===== src/rtl/multiplier_taint_track_nbit_if.sv =====
`default_nettype none
// ============================================================================
// Module   : multiplier_taint_track_nbit_if
// Brief    : Request/response bundle for the taint-tracking multiplier.
// Revision : 1.0 - initial release
// ============================================================================
interface multiplier_taint_track_nbit_if #(
    parameter int WIDTH = 8
);
    logic                   start;
    logic                   sgn;
    logic [WIDTH-1:0]       multiplier;
    logic [WIDTH-1:0]       multiplicand;
    logic                   start_t;
    logic [WIDTH-1:0]       multiplier_t;
    logic [WIDTH-1:0]       multiplicand_t;
    logic                   busy;
    logic                   done;
    logic [2*WIDTH-1:0]     product;
    logic [2*WIDTH-1:0]     product_t;

    modport master (
        output start, sgn, multiplier, multiplicand,
        output start_t, multiplier_t, multiplicand_t,
        input  busy, done, product, product_t
    );

    modport slave (
        input  start, sgn, multiplier, multiplicand,
        input  start_t, multiplier_t, multiplicand_t,
        output busy, done, product, product_t
    );
endinterface
`default_nettype wire


===== src/rtl/multiplier_taint_track_nbit.sv =====
`default_nettype none
// ============================================================================
// Module   : multiplier_taint_track_nbit
// Brief    : Shift-add sequential multiplier with per-bit conservative taint.
// Revision : 1.0 - initial release
// ============================================================================
module multiplier_taint_track_nbit #(
    parameter int WIDTH = 8
) (
    input  wire logic                        clk,
    input  wire logic                        rst,
    multiplier_taint_track_nbit_if.slave     bus
);

    localparam int PW    = 2 * WIDTH;
    localparam int CNT_W = (WIDTH > 1) ? $clog2(WIDTH) : 1;

    typedef enum logic [1:0] {
        S_IDLE = 2'd0,
        S_RUN  = 2'd1,
        S_DONE = 2'd2
    } state_t;

    state_t             state_q;
    logic [WIDTH-1:0]   a_q, b_q, at_q, bt_q;
    logic               neg_q, ctl_t_q;
    logic [PW-1:0]      acc_q, acc_t_q;
    logic [CNT_W-1:0]   cnt_q;
    logic               busy_q, done_q;
    logic [PW-1:0]      product_q, product_t_q;

    logic [WIDTH-1:0]   a_mag, b_mag, a_sh, at_sh;
    logic               a_bit, at_bit;
    logic [PW-1:0]      pp, pp_t, taint_or;
    logic [PW-1:0]      acc_d, acc_t_d, product_d, product_t_d;

    always_comb begin
        a_mag = (bus.sgn && bus.multiplier[WIDTH-1])   ? -bus.multiplier   : bus.multiplier;
        b_mag = (bus.sgn && bus.multiplicand[WIDTH-1]) ? -bus.multiplicand : bus.multiplicand;

        a_sh   = a_q  >> cnt_q;
        at_sh  = at_q >> cnt_q;
        a_bit  = a_sh[0];
        at_bit = at_sh[0];

        pp = a_bit ? ({{WIDTH{1'b0}}, b_q} << cnt_q) : '0;
        if (at_bit)
            pp_t = {PW{1'b1}} << cnt_q;
        else if (a_bit)
            pp_t = {{WIDTH{1'b0}}, bt_q} << cnt_q;
        else
            pp_t = '0;

        acc_d = acc_q + pp;
        // x | -x sets every bit at and above the lowest set bit of x.
        taint_or = acc_t_q | pp_t;
        acc_t_d  = taint_or | (-taint_or);

        product_d = neg_q ? -acc_d : acc_d;
        if (ctl_t_q)
            product_t_d = {PW{1'b1}};
        else if (neg_q)
            product_t_d = acc_t_d | (-acc_t_d);
        else
            product_t_d = acc_t_d;
    end

    always_ff @(posedge clk or negedge rst) begin
        if (!rst) begin
            state_q     <= S_IDLE;
            a_q         <= '0;
            b_q         <= '0;
            at_q        <= '0;
            bt_q        <= '0;
            neg_q       <= 1'b0;
            ctl_t_q     <= 1'b0;
            acc_q       <= '0;
            acc_t_q     <= '0;
            cnt_q       <= '0;
            busy_q      <= 1'b0;
            done_q      <= 1'b0;
            product_q   <= '0;
            product_t_q <= '0;
        end else begin
            case (state_q)
                S_IDLE: begin
                    done_q <= 1'b0;
                    if (bus.start) begin
                        state_q <= S_RUN;
                        busy_q  <= 1'b1;
                        a_q     <= bus.sgn ? a_mag : bus.multiplier;
                        b_q     <= bus.sgn ? b_mag : bus.multiplicand;
                        at_q    <= bus.multiplier_t;
                        bt_q    <= bus.multiplicand_t;
                        neg_q   <= bus.sgn & (bus.multiplier[WIDTH-1] ^ bus.multiplicand[WIDTH-1]);
                        ctl_t_q <= bus.start_t |
                                   (bus.sgn & (bus.multiplier_t[WIDTH-1] | bus.multiplicand_t[WIDTH-1]));
                        acc_q   <= '0;
                        acc_t_q <= '0;
                        cnt_q   <= '0;
                    end
                end
                S_RUN: begin
                    acc_q   <= acc_d;
                    acc_t_q <= acc_t_d;
                    cnt_q   <= cnt_q + CNT_W'(1);
                    if (cnt_q == CNT_W'(WIDTH - 1)) begin
                        state_q     <= S_DONE;
                        busy_q      <= 1'b0;
                        done_q      <= 1'b1;
                        product_q   <= product_d;
                        product_t_q <= product_t_d;
                    end
                end
                S_DONE: begin
                    state_q <= S_IDLE;
                    done_q  <= 1'b0;
                end
                default: begin
                    state_q <= S_IDLE;
                    busy_q  <= 1'b0;
                    done_q  <= 1'b0;
                end
            endcase
        end
    end

    assign bus.busy      = busy_q;
    assign bus.done      = done_q;
    assign bus.product   = product_q;
    assign bus.product_t = product_t_q;

endmodule
`default_nettype wire


===== src/flat_wrapper.sv =====
// flat-port wrapper written by rule: the top's interface ports become plain ports
module multiplier_taint_track_nbit_flat 
#(
    parameter int WIDTH = 8
)
  (clk, rst, bus_start, bus_sgn, bus_multiplier, bus_multiplicand, bus_start_t, bus_multiplier_t, bus_multiplicand_t, bus_busy, bus_done, bus_product, bus_product_t);
  multiplier_taint_track_nbit_if #(.WIDTH(WIDTH)) bus_i ();
  input  wire logic clk;
  input  wire logic rst;
  input wire logic [$bits(bus_i.start)-1:0] bus_start;
  input wire logic [$bits(bus_i.sgn)-1:0] bus_sgn;
  input wire logic [$bits(bus_i.multiplier)-1:0] bus_multiplier;
  input wire logic [$bits(bus_i.multiplicand)-1:0] bus_multiplicand;
  input wire logic [$bits(bus_i.start_t)-1:0] bus_start_t;
  input wire logic [$bits(bus_i.multiplier_t)-1:0] bus_multiplier_t;
  input wire logic [$bits(bus_i.multiplicand_t)-1:0] bus_multiplicand_t;
  output wire logic [$bits(bus_i.busy)-1:0] bus_busy;
  output wire logic [$bits(bus_i.done)-1:0] bus_done;
  output wire logic [$bits(bus_i.product)-1:0] bus_product;
  output wire logic [$bits(bus_i.product_t)-1:0] bus_product_t;
  assign bus_i.start = bus_start;
  assign bus_i.sgn = bus_sgn;
  assign bus_i.multiplier = bus_multiplier;
  assign bus_i.multiplicand = bus_multiplicand;
  assign bus_i.start_t = bus_start_t;
  assign bus_i.multiplier_t = bus_multiplier_t;
  assign bus_i.multiplicand_t = bus_multiplicand_t;
  assign bus_busy = bus_i.busy;
  assign bus_done = bus_i.done;
  assign bus_product = bus_i.product;
  assign bus_product_t = bus_i.product_t;
  multiplier_taint_track_nbit #(.WIDTH(WIDTH)) u_core (.clk(clk), .rst(rst), .bus(bus_i));
endmodule

===== config.mk =====
export PLATFORM = sky130hd
export DESIGN_NAME = multiplier_taint_track_nbit_flat
export DESIGN_NICKNAME = d
export VERILOG_FILES = /design/src/rtl/multiplier_taint_track_nbit_if.sv /design/src/rtl/multiplier_taint_track_nbit.sv /design/src/flat_wrapper.sv
export SDC_FILE = /design/constraint.sdc
export NUM_CORES = 1
export LEC_CHECK = 0
export BUFFER_PORTS_ARGS = -buffer_cell sky130_fd_sc_hd__buf_2
export CORE_MARGIN = 5
export CORE_UTILIZATION = 60
export DETAILED_ROUTE_END_ITERATION = 10
export PLACE_DENSITY = 0.82
export SLEW_MARGIN = 20
export SYNTH_ARGS = -nofsm -noshare
export SYNTH_HDL_FRONTEND = slang
export SYNTH_SLANG_ARGS = --single-unit

===== constraint.sdc =====
create_clock -name clk -period 6.65 [get_ports clk]
set_input_delay 1.33 -clock clk [delete_from_list [all_inputs] [get_ports clk]]
set_output_delay 1.33 -clock clk [all_outputs]
set_load 0.01 [all_outputs]

==> impl_metrics.tcl <==
set metrics [dict create \
    p_sw_mw 1.62 \
    ys_seq_area_share_pct 42.7 \
    grt_start_max_net_pins 70 \
    criticalPathCategory "reg -> reg" \
    drc 0 \
    vias 5183 \
    clockPowerShare_pct 12.4 \
    report.final.slew_viol_count 0 \
    period_share_pct 67.1 \
    syn_nets 755 \
    finalClockSkew_ns 0.0122 \
    worstMarginPinSlew_ns 1.06 \
    die_y_um 111 \
    core_um2 10200 \
    dpl.hpwl_um 10600 \
    min_path_type "reg -> reg" \
    period_minus_slack_ns 4.46 \
    io_buffers 70 \
    hold_buffers 0 \
    grt_pass1_vias 5024 \
    status "finished clean" \
    clock-root-buffer "clkbuf_8" \
    setup_violations 0 \
    rows 37 \
    rsz0062_at_grt "no" \
    relSlewSlack_pct 29.2 \
    post-route-util_pct 67.0 \
    grt_pass1_wl_um 24100 \
    arrival_ns 4.70 \
    cts_made_buffers 9 \
    start_kind "register" \
    power.leakage_nw 3.17 \
    intPower_mw 1.93 \
    gp_congestion 0.904 \
    antenna_found_initial 0 \
    synth_cell_type_count 63 \
    grt-ovfl-total 0 \
    stdcell_area_um2 6830 \
    p_seq_share_pct 32.4 \
    firstDrtPassIters 6 \
    crit_required_ns 6.89 \
    die_x_um 111 \
    clkTransAtPathRegs_ns 0.09 \
    synth_edf_count 0 \
    drt-initial-drc-count 353 \
    cts_tree "yes" \
    drv_cap 0 \
    max_freq_mhz 224 \
    clk_latency_ns 0.38 \
    ctsResizeCount 0 \
    clockBufferDepth 2 \
    design.die.area_um2 12400 \
    start_util_pct 60.4 \
    drt.antenna.violating_nets 0 \
    nets 810 \
    syn-instance-count 694 \
    worstSetupEndpointType "register" \
    post_cts_buffers 0 \
    swShare_pct 45.6 \
    detail_route.vias_per_cell 5.82 \
    io_pins 71 \
    track_usage_pct 23.5 \
    synth_seq_cells 105 \
    antenna_cells 0 \
    routedWlPerCell_um 15.9 \
    cts.sinks 105 \
    synth.avg_cell_area_um2 8.87 \
    ys_warn_count 0 \
    synthFlopType "dfrtp_1" \
    critical_path.max_fanout 31 \
    placed_area_um2 6600 \
    setup_tns_ns 0 \
    async_flop_share_pct 100 \
    finalHoldViolCount 0 \
    pwr-share-comb_pct 55.2 \
    htreeDepth 3 \
    peakVddDrop_mv 0.244 \
    drt_wl_total_um 14200 \
    p_per_area_nw_per_um2 519 \
    netlist_area_um2 6160 \
    synthToLayoutAreaGrowth_pct 10.9 \
    final_layout_size_suffix_gt1_share_pct 15.5 \
    p_total_mw 3.54 \
]
## per-stage QoR
| step | worst slack [ns] | hold WS [ns] | cells |
|---|---|---|---|
| 2_1_floorplan | 2.77 | 0.437 | 694 |
| 3_3_place_gp | 2.42 | 0.456 | 874 |
| 3_5_place_dp | 2.22 | 0.462 | 874 |
| 4_1_cts | 2.21 | 0.487 | 890 |
| 5_1_grt | 1.59 | 0.505 | 890 |
| 6_report | 2.19 | 0.478 | 890 |
## worst max-delay path: stages (launching register included)
cell	delay (ns)
dfrtp_1	0.33
buf_4	0.32
mux4_2	0.61
and2_1	0.24
a21oi_2	0.36
a211oi_1	0.10
ha_1	0.39
a21oi_1	0.24
o211ai_1	0.16
a21boi_0	0.29
o21ai_0	0.17
xnor2_1	0.33
nand4bb_1	0.20
o31ai_1	0.33
xor2_1	0.18
o21ai_1	0.07
## synthesized netlist by cell type (7+ instances only)
cell / count / share of area (%)
nand2_1: 137 / 8.4
dfrtp_1: 105 / 43
nor2_1: 62 / 3.8
o21ai_0: 58 / 4.7
a21oi_1: 45 / 3.7
clkbuf_1: 26 / 1.6
ha_1: 23 / 4.7
xor2_1: 21 / 3.0
xnor2_1: 18 / 2.6
inv_1: 17 / 1.0
nand3_1: 15 / 1.2
mux2i_1: 14 / 2.3
a22o_1: 13 / 1.8
nor3_1: 11 / 0.89
a31oi_1: 9 / 0.91
nor2b_1: 9 / 0.91
a211oi_1: 7 / 0.85
and2_1: 7 / 0.71
## power groups by stage
stage | logic, mW | registers, mW | clock network (mW)
CTS | 1.95 | 1.15 | 0.450
global route | 2.19 | 1.19 | 0.476
finish | 1.96 | 1.15 | 0.440
global placement | 1.86 | 1.14 | 0
floorplan | 1.47 | 1.11 | 0
detailed placement | 1.94 | 1.15 | 0
## registers in the layout (all words and copies together), names as in the netlist
signal                count
u_core.state_q            2
u_core.bt_q               8
u_core.acc_t_q           16
u_core.bus.product_t     16
u_core.cnt_q              3
u_core.acc_q             16
u_core.bus.product       16
u_core.a_q                8
u_core.ctl_t_q            1
u_core.b_q                8
u_core.bus.done           1
u_core.at_q               8
u_core.neg_q              1
u_core.bus.busy           1
## layout make-up
type / count / area, um2
well taps: 136 / 170
multi-input cells: 540 / 3340
fillers: 847 / 3360
flip-flops and latches: 105 / 2630
inverters: 17 / 63.8
clock inverters: 6 / 87.6
clock buffers: 10 / 138
repair buffers: 76 / 398
## cells by family (layout without fill, tap and decap cells)
logic type	after synthesis	count (layout)	synth area share (%)
adder cells (fa/ha/maj)	24	24	5.00
XOR/XNOR	39	39	5.55
AND/OR/NAND/NOR	278	278	20.7
multiplexers	25	25	5.45
AO/OA/AOI/OAI	174	174	17.4
buffers and inverters	49	109	3.23
flip-flops	105	105	42.7
## worst paths after layout
path / startpoint / endpoint / slack, ns / depth (start not counted)
worst max register to register: u_core.cnt_q[0] / u_core.bus.product[15] / 2.19 / 15
worst min register to register: u_core.bus.product[4] / u_core.bus.product[4] / 0.48 / 2
min in group asynchronous: rst / u_core.bt_q[1] / 0.90 / 1
max in group asynchronous: rst / u_core.b_q[0] / 4.50 / 2
worst max-delay path: u_core.cnt_q[0] / u_core.bus.product[15] / 2.19 / 15
worst min-delay path: u_core.bus.product[4] / u_core.bus.product[4] / 0.48 / 2
## layer usage
| layer | GRT usage, % | routed length, um | vias up |
|---|---|---|---|
| met2 | 37.0 | 6580 | 199 |
| met1 | 34.4 | 6410 | 2439 |
| met3 | 2.95 | 984 | 20 |
| met5 | 0 | 0 | - |
| met4 | 6.49 | 204 | 0 |
| li1 | - | - | 2525 |
## cells in the final DEF, fill, tap and decap left out, drive strengths merged, types with 5 or more instances in the layout
| cell type | netlist | final |
|---|---|---|
| nand3 | 15 | 15 |
| ha | 23 | 23 |
| and3 | 6 | 6 |
| mux2 | 5 | 5 |
| clkbuf | 26 | 10 |
| mux2i | 14 | 14 |
| nor3 | 12 | 12 |
| nand2 | 138 | 138 |
| a31oi | 9 | 9 |
| or3 | 6 | 6 |
| o21ai | 64 | 64 |
| nor2 | 62 | 62 |
| nor3b | 5 | 5 |
| dfrtp | 105 | 105 |
| a21oi | 46 | 46 |
| xor2 | 21 | 21 |
| nand2b | 6 | 6 |
| o211ai | 6 | 6 |
| a22o | 13 | 13 |
| o31ai | 6 | 6 |
| a211oi | 7 | 7 |
| and2 | 8 | 8 |
| mux4 | 6 | 6 |
| inv | 17 | 19 |
| nor2b | 9 | 9 |
| buf | 6 | 76 |
| xnor2 | 18 | 18 |
Power figures use the tool's default switching activity.
